`src/rtl/fcr_multi.sv`:
```
// fcr_multi: command-driven control block for N_CH tap channels.
// It reads one 32-bit command word from a show-ahead command source and
// applies it to a per-channel gate-time/threshold/mode register or to the
// status block. It then writes one 32-bit response word to the response sink.
// Command word layout: {target[31:24], opcode[23:16], payload[15:0]}.
// GET_CMDCNT reports the count of commands executed before the current one.
module fcr_multi #(
    parameter int N_CH   = 4,
    parameter int GT_W   = 16,
    parameter int THR_W  = 16,
    parameter int MODE_W = 2
) (
    input  logic                                   clk,
    input  logic                                   rst,
    input  logic [31:0]                            cmd_data,
    input  logic                                   cmd_waitreq,
    output logic                                   cmd_rdreq,
    output logic [31:0]                            rsp_data,
    output logic                                   rsp_wrreq,
    input  logic                                   rsp_waitreq,
    output logic [N_CH*(MODE_W+THR_W+GT_W)-1:0]    tap_ctl,
    output logic                                   err_flag
);

    localparam int SL = MODE_W + THR_W + GT_W;

    typedef enum logic [2:0] {
        S_IDLE  = 3'd0,
        S_RD    = 3'd1,
        S_LATCH = 3'd2,
        S_EXEC  = 3'd3,
        S_RESP  = 3'd4
    } state_t;

    state_t              state_q;
    logic [31:0]         cmd_q;
    logic [31:0]         rsp_data_q;
    logic [15:0]         cmd_cnt_q;
    logic [15:0]         err_cnt_q;
    logic                err_flag_q;
    logic [GT_W-1:0]     gt_q   [N_CH];
    logic [THR_W-1:0]    thr_q  [N_CH];
    logic [MODE_W-1:0]   mode_q [N_CH];

    logic [7:0]          tgt_s;
    logic [7:0]          op_s;
    logic [15:0]         pl_s;
    logic                ch_hit_s;
    logic [GT_W-1:0]     cur_gt_s;
    logic [THR_W-1:0]    cur_thr_s;
    logic [MODE_W-1:0]   cur_mode_s;
    logic [31:0]         rsp_d;
    logic                err_s;
    logic [7:0]          code_s;
    logic                set_gt_s;
    logic                set_thr_s;
    logic                set_mode_s;
    logic                clr_s;
    logic [N_CH*SL-1:0]  tap_s;

    assign tgt_s = cmd_q[31:24];
    assign op_s  = cmd_q[23:16];
    assign pl_s  = cmd_q[15:0];

    // Strobes come from the state register; reset masks them in its own cycle.
    assign cmd_rdreq = (state_q == S_RD) && !rst;
    assign rsp_wrreq = (state_q == S_RESP) && !rsp_waitreq && !rst;
    assign rsp_data  = rsp_data_q;
    assign err_flag  = err_flag_q;
    assign tap_ctl   = tap_s;

    // Select the addressed channel's current register values.
    always_comb begin
        ch_hit_s   = 1'b0;
        cur_gt_s   = '0;
        cur_thr_s  = '0;
        cur_mode_s = '0;
        for (int c = 0; c < N_CH; c++) begin
            ch_hit_s   = ch_hit_s | (tgt_s == (8'h10 + 8'(c)));
            cur_gt_s   = (tgt_s == (8'h10 + 8'(c))) ? gt_q[c]   : cur_gt_s;
            cur_thr_s  = (tgt_s == (8'h10 + 8'(c))) ? thr_q[c]  : cur_thr_s;
            cur_mode_s = (tgt_s == (8'h10 + 8'(c))) ? mode_q[c] : cur_mode_s;
        end
    end

    // Decode the latched command into register actions and a response word.
    always_comb begin
        rsp_d      = 32'h0000_0000;
        err_s      = 1'b0;
        code_s     = 8'h00;
        set_gt_s   = 1'b0;
        set_thr_s  = 1'b0;
        set_mode_s = 1'b0;
        clr_s      = 1'b0;
        if (tgt_s == 8'h00) begin
            case (op_s)
                8'h90:   rsp_d = {8'h00, 8'h90, cmd_cnt_q};
                8'h91:   rsp_d = {8'h00, 8'h91, err_cnt_q};
                8'h92: begin
                    clr_s = 1'b1;
                    rsp_d = {tgt_s, op_s, 16'h0000};
                end
                default: begin
                    err_s  = 1'b1;
                    code_s = 8'h01;
                end
            endcase
        end else if (ch_hit_s) begin
            case (op_s)
                8'h01: begin
                    set_gt_s = 1'b1;
                    rsp_d    = {tgt_s, op_s, 16'(pl_s[GT_W-1:0])};
                end
                8'h02: begin
                    set_thr_s = 1'b1;
                    rsp_d     = {tgt_s, op_s, 16'(pl_s[THR_W-1:0])};
                end
                8'h03: begin
                    set_mode_s = 1'b1;
                    rsp_d      = {tgt_s, op_s, 16'(pl_s[MODE_W-1:0])};
                end
                8'h81:   rsp_d = {tgt_s, op_s, 16'(cur_gt_s)};
                8'h82:   rsp_d = {tgt_s, op_s, 16'(cur_thr_s)};
                8'h83:   rsp_d = {tgt_s, op_s, 16'(cur_mode_s)};
                default: begin
                    err_s  = 1'b1;
                    code_s = 8'h01;
                end
            endcase
        end else if (tgt_s[7:4] == 4'h1) begin
            err_s  = 1'b1;
            code_s = 8'h02;
        end else begin
            err_s  = 1'b1;
            code_s = 8'h03;
        end
        if (err_s) begin
            rsp_d = {tgt_s, 8'hFF, op_s, code_s};
        end else begin
            rsp_d = rsp_d;
        end
    end

    // Pack channel registers onto tap_ctl, {mode, thr, gt} per slice.
    always_comb begin
        tap_s = '0;
        for (int c = 0; c < N_CH; c++) begin
            tap_s[c*SL +: SL] = {mode_q[c], thr_q[c], gt_q[c]};
        end
    end

    // Command FSM with command latch, execution datapath and counters.
    always_ff @(posedge clk) begin
        if (rst) begin
            state_q    <= S_IDLE;
            cmd_q      <= 32'h0000_0000;
            rsp_data_q <= 32'h0000_0000;
            cmd_cnt_q  <= 16'h0000;
            err_cnt_q  <= 16'h0000;
            err_flag_q <= 1'b0;
            for (int c = 0; c < N_CH; c++) begin
                gt_q[c]   <= '0;
                thr_q[c]  <= '0;
                mode_q[c] <= '0;
            end
        end else begin
            case (state_q)
                S_IDLE: begin
                    if (!cmd_waitreq) begin
                        state_q <= S_RD;
                    end else begin
                        state_q <= S_IDLE;
                    end
                end
                S_RD: begin
                    state_q <= S_LATCH;
                end
                S_LATCH: begin
                    cmd_q   <= cmd_data;
                    state_q <= S_EXEC;
                end
                S_EXEC: begin
                    rsp_data_q <= rsp_d;
                    cmd_cnt_q  <= cmd_cnt_q + 16'd1;
                    if (clr_s) begin
                        err_cnt_q  <= 16'h0000;
                        err_flag_q <= 1'b0;
                    end else if (err_s) begin
                        err_flag_q <= 1'b1;
                        if (err_cnt_q != 16'hFFFF) begin
                            err_cnt_q <= err_cnt_q + 16'd1;
                        end else begin
                            err_cnt_q <= err_cnt_q;
                        end
                    end else begin
                        err_flag_q <= err_flag_q;
                    end
                    for (int c = 0; c < N_CH; c++) begin
                        if (tgt_s == (8'h10 + 8'(c))) begin
                            if (set_gt_s)   gt_q[c]   <= pl_s[GT_W-1:0];
                            if (set_thr_s)  thr_q[c]  <= pl_s[THR_W-1:0];
                            if (set_mode_s) mode_q[c] <= pl_s[MODE_W-1:0];
                        end
                    end
                    state_q <= S_RESP;
                end
                S_RESP: begin
                    if (!rsp_waitreq) begin
                        state_q <= S_IDLE;
                    end else begin
                        state_q <= S_RESP;
                    end
                end
                default: begin
                    state_q <= S_IDLE;
                end
            endcase
        end
    end

endmodule

```
`config.mk`:
```
export PLATFORM = sky130hd
export DESIGN_NAME = fcr_multi
export DESIGN_NICKNAME = d
export VERILOG_FILES = /design/src/rtl/fcr_multi.sv
export SDC_FILE = /design/constraint.sdc
export NUM_CORES = 1
export LEC_CHECK = 0
export CELL_PAD_IN_SITES_DETAIL_PLACEMENT = 2
export CELL_PAD_IN_SITES_GLOBAL_PLACEMENT = 2
export CORE_MARGIN = 8
export CORE_UTILIZATION = 37
export CTS_BUF_LIST = sky130_fd_sc_hd__clkbuf_4 sky130_fd_sc_hd__clkbuf_8
export DETAILED_ROUTE_END_ITERATION = 7
export GPL_TIMING_DRIVEN = 0
export PLACE_DENSITY_LB_ADDON = 0.08
export SLEW_MARGIN = 20
export SYNTH_ARGS = -nofsm -noshare
export SYNTH_HDL_FRONTEND = slang
export SYNTH_SLANG_ARGS = --single-unit
```
`constraint.sdc`:
```
create_clock -name clk -period 6.05 [get_ports clk]
set_input_delay 0.605 -clock clk [delete_from_list [all_inputs] [get_ports clk]]
set_output_delay 0.605 -clock clk [all_outputs]
set_load 0.02 [all_outputs]
```
==> impl_metrics.py <==
metrics = {
    "power": {
        "total_power_mw": 3.837,
        "pwr_density_cell_nw_per_um2": 263.5,
        "p_leak_nw": 4.790,
        "ir_drop_mv": 0.1379,
    },
    "die": {
        "die_h_um": 188.5,
        "die_w_um": 188.5,
        "die_area_sq_um": 35530,
        "start_util_pct": 37.34,
        "pin_count": 207,
        "fp.coreArea_sq_um": 29480,
        "row_count": 63,
    },
    "sta": {
        "fmax_ghz": 0.2529,
        "report.final.slew_viol_count": 0,
        "post-route-period-util_pct": 65.35,
        "worst_pin_slew_ps": 1079,
        "timing.final.crit_period_ps": 3954,
        "hold_viol": 0,
        "setup_viol": 0,
        "timing.hold.ws_ps": 458.0,
        "tns_ps": 0,
        "finClkSkew_ps": 15.80,
        "rsz0062_at_grt": "false",
        "slew_headroom_pct": 27.91,
    },
    "final_layout": {
        "antenna_cells": 0,
        "n_fill_cell": 3110,
        "final-seq-area_sq_um": 6086,
        "fin_util_pct": 49.39,
        "multi_input_area_sq_um": 4628,
        "drive_above_1_share_pct": 9.111,
        "finalNetCount": 1376,
        "area_delta_synth_final_pct": 32.27,
    },
    "synthesis": {
        "synth_area_leader_cell": "edfxtp_1",
        "async_flop_share_pct": 0,
        "ys_types": 76,
        "syn-cell-area_sq_um": 11010,
        "ys_seq_area_share_pct": 55.28,
        "ys.flop_type": "edfxtp_1",
        "syn_inst": 1082,
        "synth_top_area_share_pct": 37.10,
        "syn_area_per_cell_sq_um": 10.17,
        "synth_edf_count": 136,
        "synth_seq_cells": 236,
        "yosysWarnings": 0,
        "synth.area.top_cells": "edfxtp_1 37%, dfxtp_1 18%, and2_1 7.0%",
        "synthTopCellsByCount": "136 x edfxtp_1, 131 x nand2_1, 124 x and2_1",
        "synth.most_common_cell": "edfxtp_1",
        "synth_fp_nets": 1120,
    },
    "critical_path": {
        "r2r-end": "rsp_data[4]",
        "reg2regPathDepth": 8,
        "cp-start-kind": "flip-flop",
        "slowest_delay_ps": 790,
        "cp.arrival_ps": 4370,
        "worstPathCellList": "buf_2 > buf_2 > buf_1 > clkbuf_1 > mux2i_1 > o21ai_0 > a222oi_1 > o21ai_0",
        "critPathSlowestCell": "clkbuf_1",
        "r2r_slack_ps": 2100,
        "worstPathRequired_ps": 6460,
        "r2r_start": "cmd_q[25]",
        "crit_buf_inv": 4,
        "critPathTopFamily": "buffers and inverters",
        "critical_path_class": "reg2reg",
        "end_kind": "flip-flop",
        "critPathMaxFanout": 10,
    },
    "grt": {
        "track_usage_pct": 26.64,
        "first_global_vias": 11039,
        "gr-total-overflow": 0,
        "grt_pass1_wl_mm": 72.10,
        "antenna_found_initial": 2,
        "grt_max_degree": 17,
    },
    "cts": {
        "ctsRootBufferMaster": "clkbuf_8",
        "cts_tree": "yes",
        "clockBufferDepth": 3,
        "cts.repair.resized": 0,
        "cts_buffers": 43,
        "h-tree-depth": 2,
        "clk_pin_slew_ps": 60,
        "hold_buffers": 0,
        "clk-insertion-delay-late_ps": 570,
        "postCtsSetupBuffers": 0,
        "clkSinkCount": 236,
    },
    "worst_hold_path": {
        "holdPathEnd": "rsp_data[26]",
        "hold_path_depth": 2,
        "hold_class": "reg2reg",
        "hold_start": "rsp_data[26]",
    },
    "job": {
        "cap_violations": 0,
    },
    "drt": {
        "wl_per_cell_um": 27.55,
        "drt_pass1_iterations": 6,
        "drt_iter0_markers": 683,
        "wirelength_mm": 48.54,
        "drc": 0,
        "vias_per_cell": 5.735,
        "ant_nets": 0,
        "num_vias": 10105,
    },
    "status": {
        "status": "complete, no violations",
    },
    "placed_design": {
        "io_buffers": 205,
        "place.gp.congestion": 0.8682,
        "dpl.hpwl_mm": 36.07,
    },
}
-- metal layers --
layer	routed length (um)	GRT usage (%)	vias up
li1	-	-	4456
met1	20720	34.40	5148
met4	1631	9.260	0
met2	23150	44.42	395
met5	0	0	-
met3	3042	4.640	106
-- placed cells by master, fill, tap and decap left out, types with 7 or more instances in the layout --
master | synthesis | routed
clkdlybuf4s50_1 | 0 | 205
edfxtp_1 | 136 | 136
nand2_1 | 131 | 131
and2_1 | 124 | 124
dfxtp_1 | 100 | 100
nor2_1 | 86 | 86
a21oi_1 | 78 | 78
clkbuf_1 | 51 | 51
clkbuf_8 | 0 | 49
o21ai_0 | 40 | 40
mux2i_1 | 40 | 40
a22oi_1 | 30 | 30
nor3_1 | 19 | 19
nand3_1 | 18 | 18
clkbuf_4 | 0 | 15
or3_1 | 13 | 13
nand4_1 | 12 | 12
o22ai_1 | 11 | 11
clkinv_1 | 1 | 9
a222oi_1 | 9 | 9
clkbuf_2 | 8 | 8
o31ai_1 | 8 | 8
buf_6 | 3 | 7
buf_1 | 7 | 7
inv_1 | 7 | 7
xnor2_1 | 7 | 7
-- cells by family after synthesis --
logic type	share of synthesized area, %
AND/OR/NAND/NOR	21.58
flip-flops	55.28
AO/OA/AOI/OAI	14.68
adder cells (fa/ha/maj)	0.2273
XOR/XNOR	1.034
buffers and inverters	3.148
multiplexers	4.046
-- worst max path at each step --
stage	startpoint	to	cells past startpoint	slack, ps
5_1_grt	cmd_q[25]	rsp_data[4]	8	1960
3_3_place_gp	cmd_q[25]	gt_q[2][12]	5	1680
2_1_floorplan	cmd_q[28]	thr_q[2][0]	6	3200
3_5_place_dp	cmd_q[25]	rsp_data[4]	8	2230
6_report	cmd_q[25]	rsp_data[4]	8	2100
4_1_cts	cmd_q[25]	rsp_data[4]	8	2190
-- stage by stage --
stage / instance area (sq um) / std cells / worst slack, ps
floorplan: 11010 / 1082 / 3195
finish: 14560 / 1762 / 2096
global route: 14560 / 1762 / 1965
CTS: 14560 / 1762 / 2187
detailed placement: 13680 / 1683 / 2228
global placement: 13550 / 1677 / 1684
-- registers in the layout, summed over array words and instances, names as in the netlist --
signal / cells
state_q: 3
err_flag: 1
mode_q: 8
rsp_data: 32
thr_q: 64
cmd_cnt_q: 16
cmd_q: 32
gt_q: 64
err_cnt_q: 16
-- worst reg2reg max path, cell delays in order (launching register included) --
cell and delay (ps):
dfxtp_1 300, buf_2 230, buf_2 360, buf_1 780, clkbuf_1 790, mux2i_1 350, o21ai_0 170, a222oi_1 620
o21ai_0 200
-- power by group --
| group | leakage (nW) | internal (mW) | switching, mW |
|---|---|---|---|
| sequential | 2.21 | 1.75 | 0.0666 |
| clock | 0.470 | 0.878 | 0.719 |
| combinational | 2.11 | 0.156 | 0.270 |
| total | 4.79 | 2.78 | 1.06 |
-- layout make-up --
| type | count | share of cell area, % |
|---|---|---|
| tap | 390 | 3.351 |
| buffer | 74 | 2.174 |
| clock inverter | 15 | 0.6788 |
| inverter | 8 | 0.2062 |
| timing repair buffer | 211 | 14.61 |
| clock buffer | 64 | 5.405 |
| sequential | 236 | 41.79 |
| multi-input combinational | 764 | 31.78 |
No activity file was read; power rests on OpenSTA's default activity.
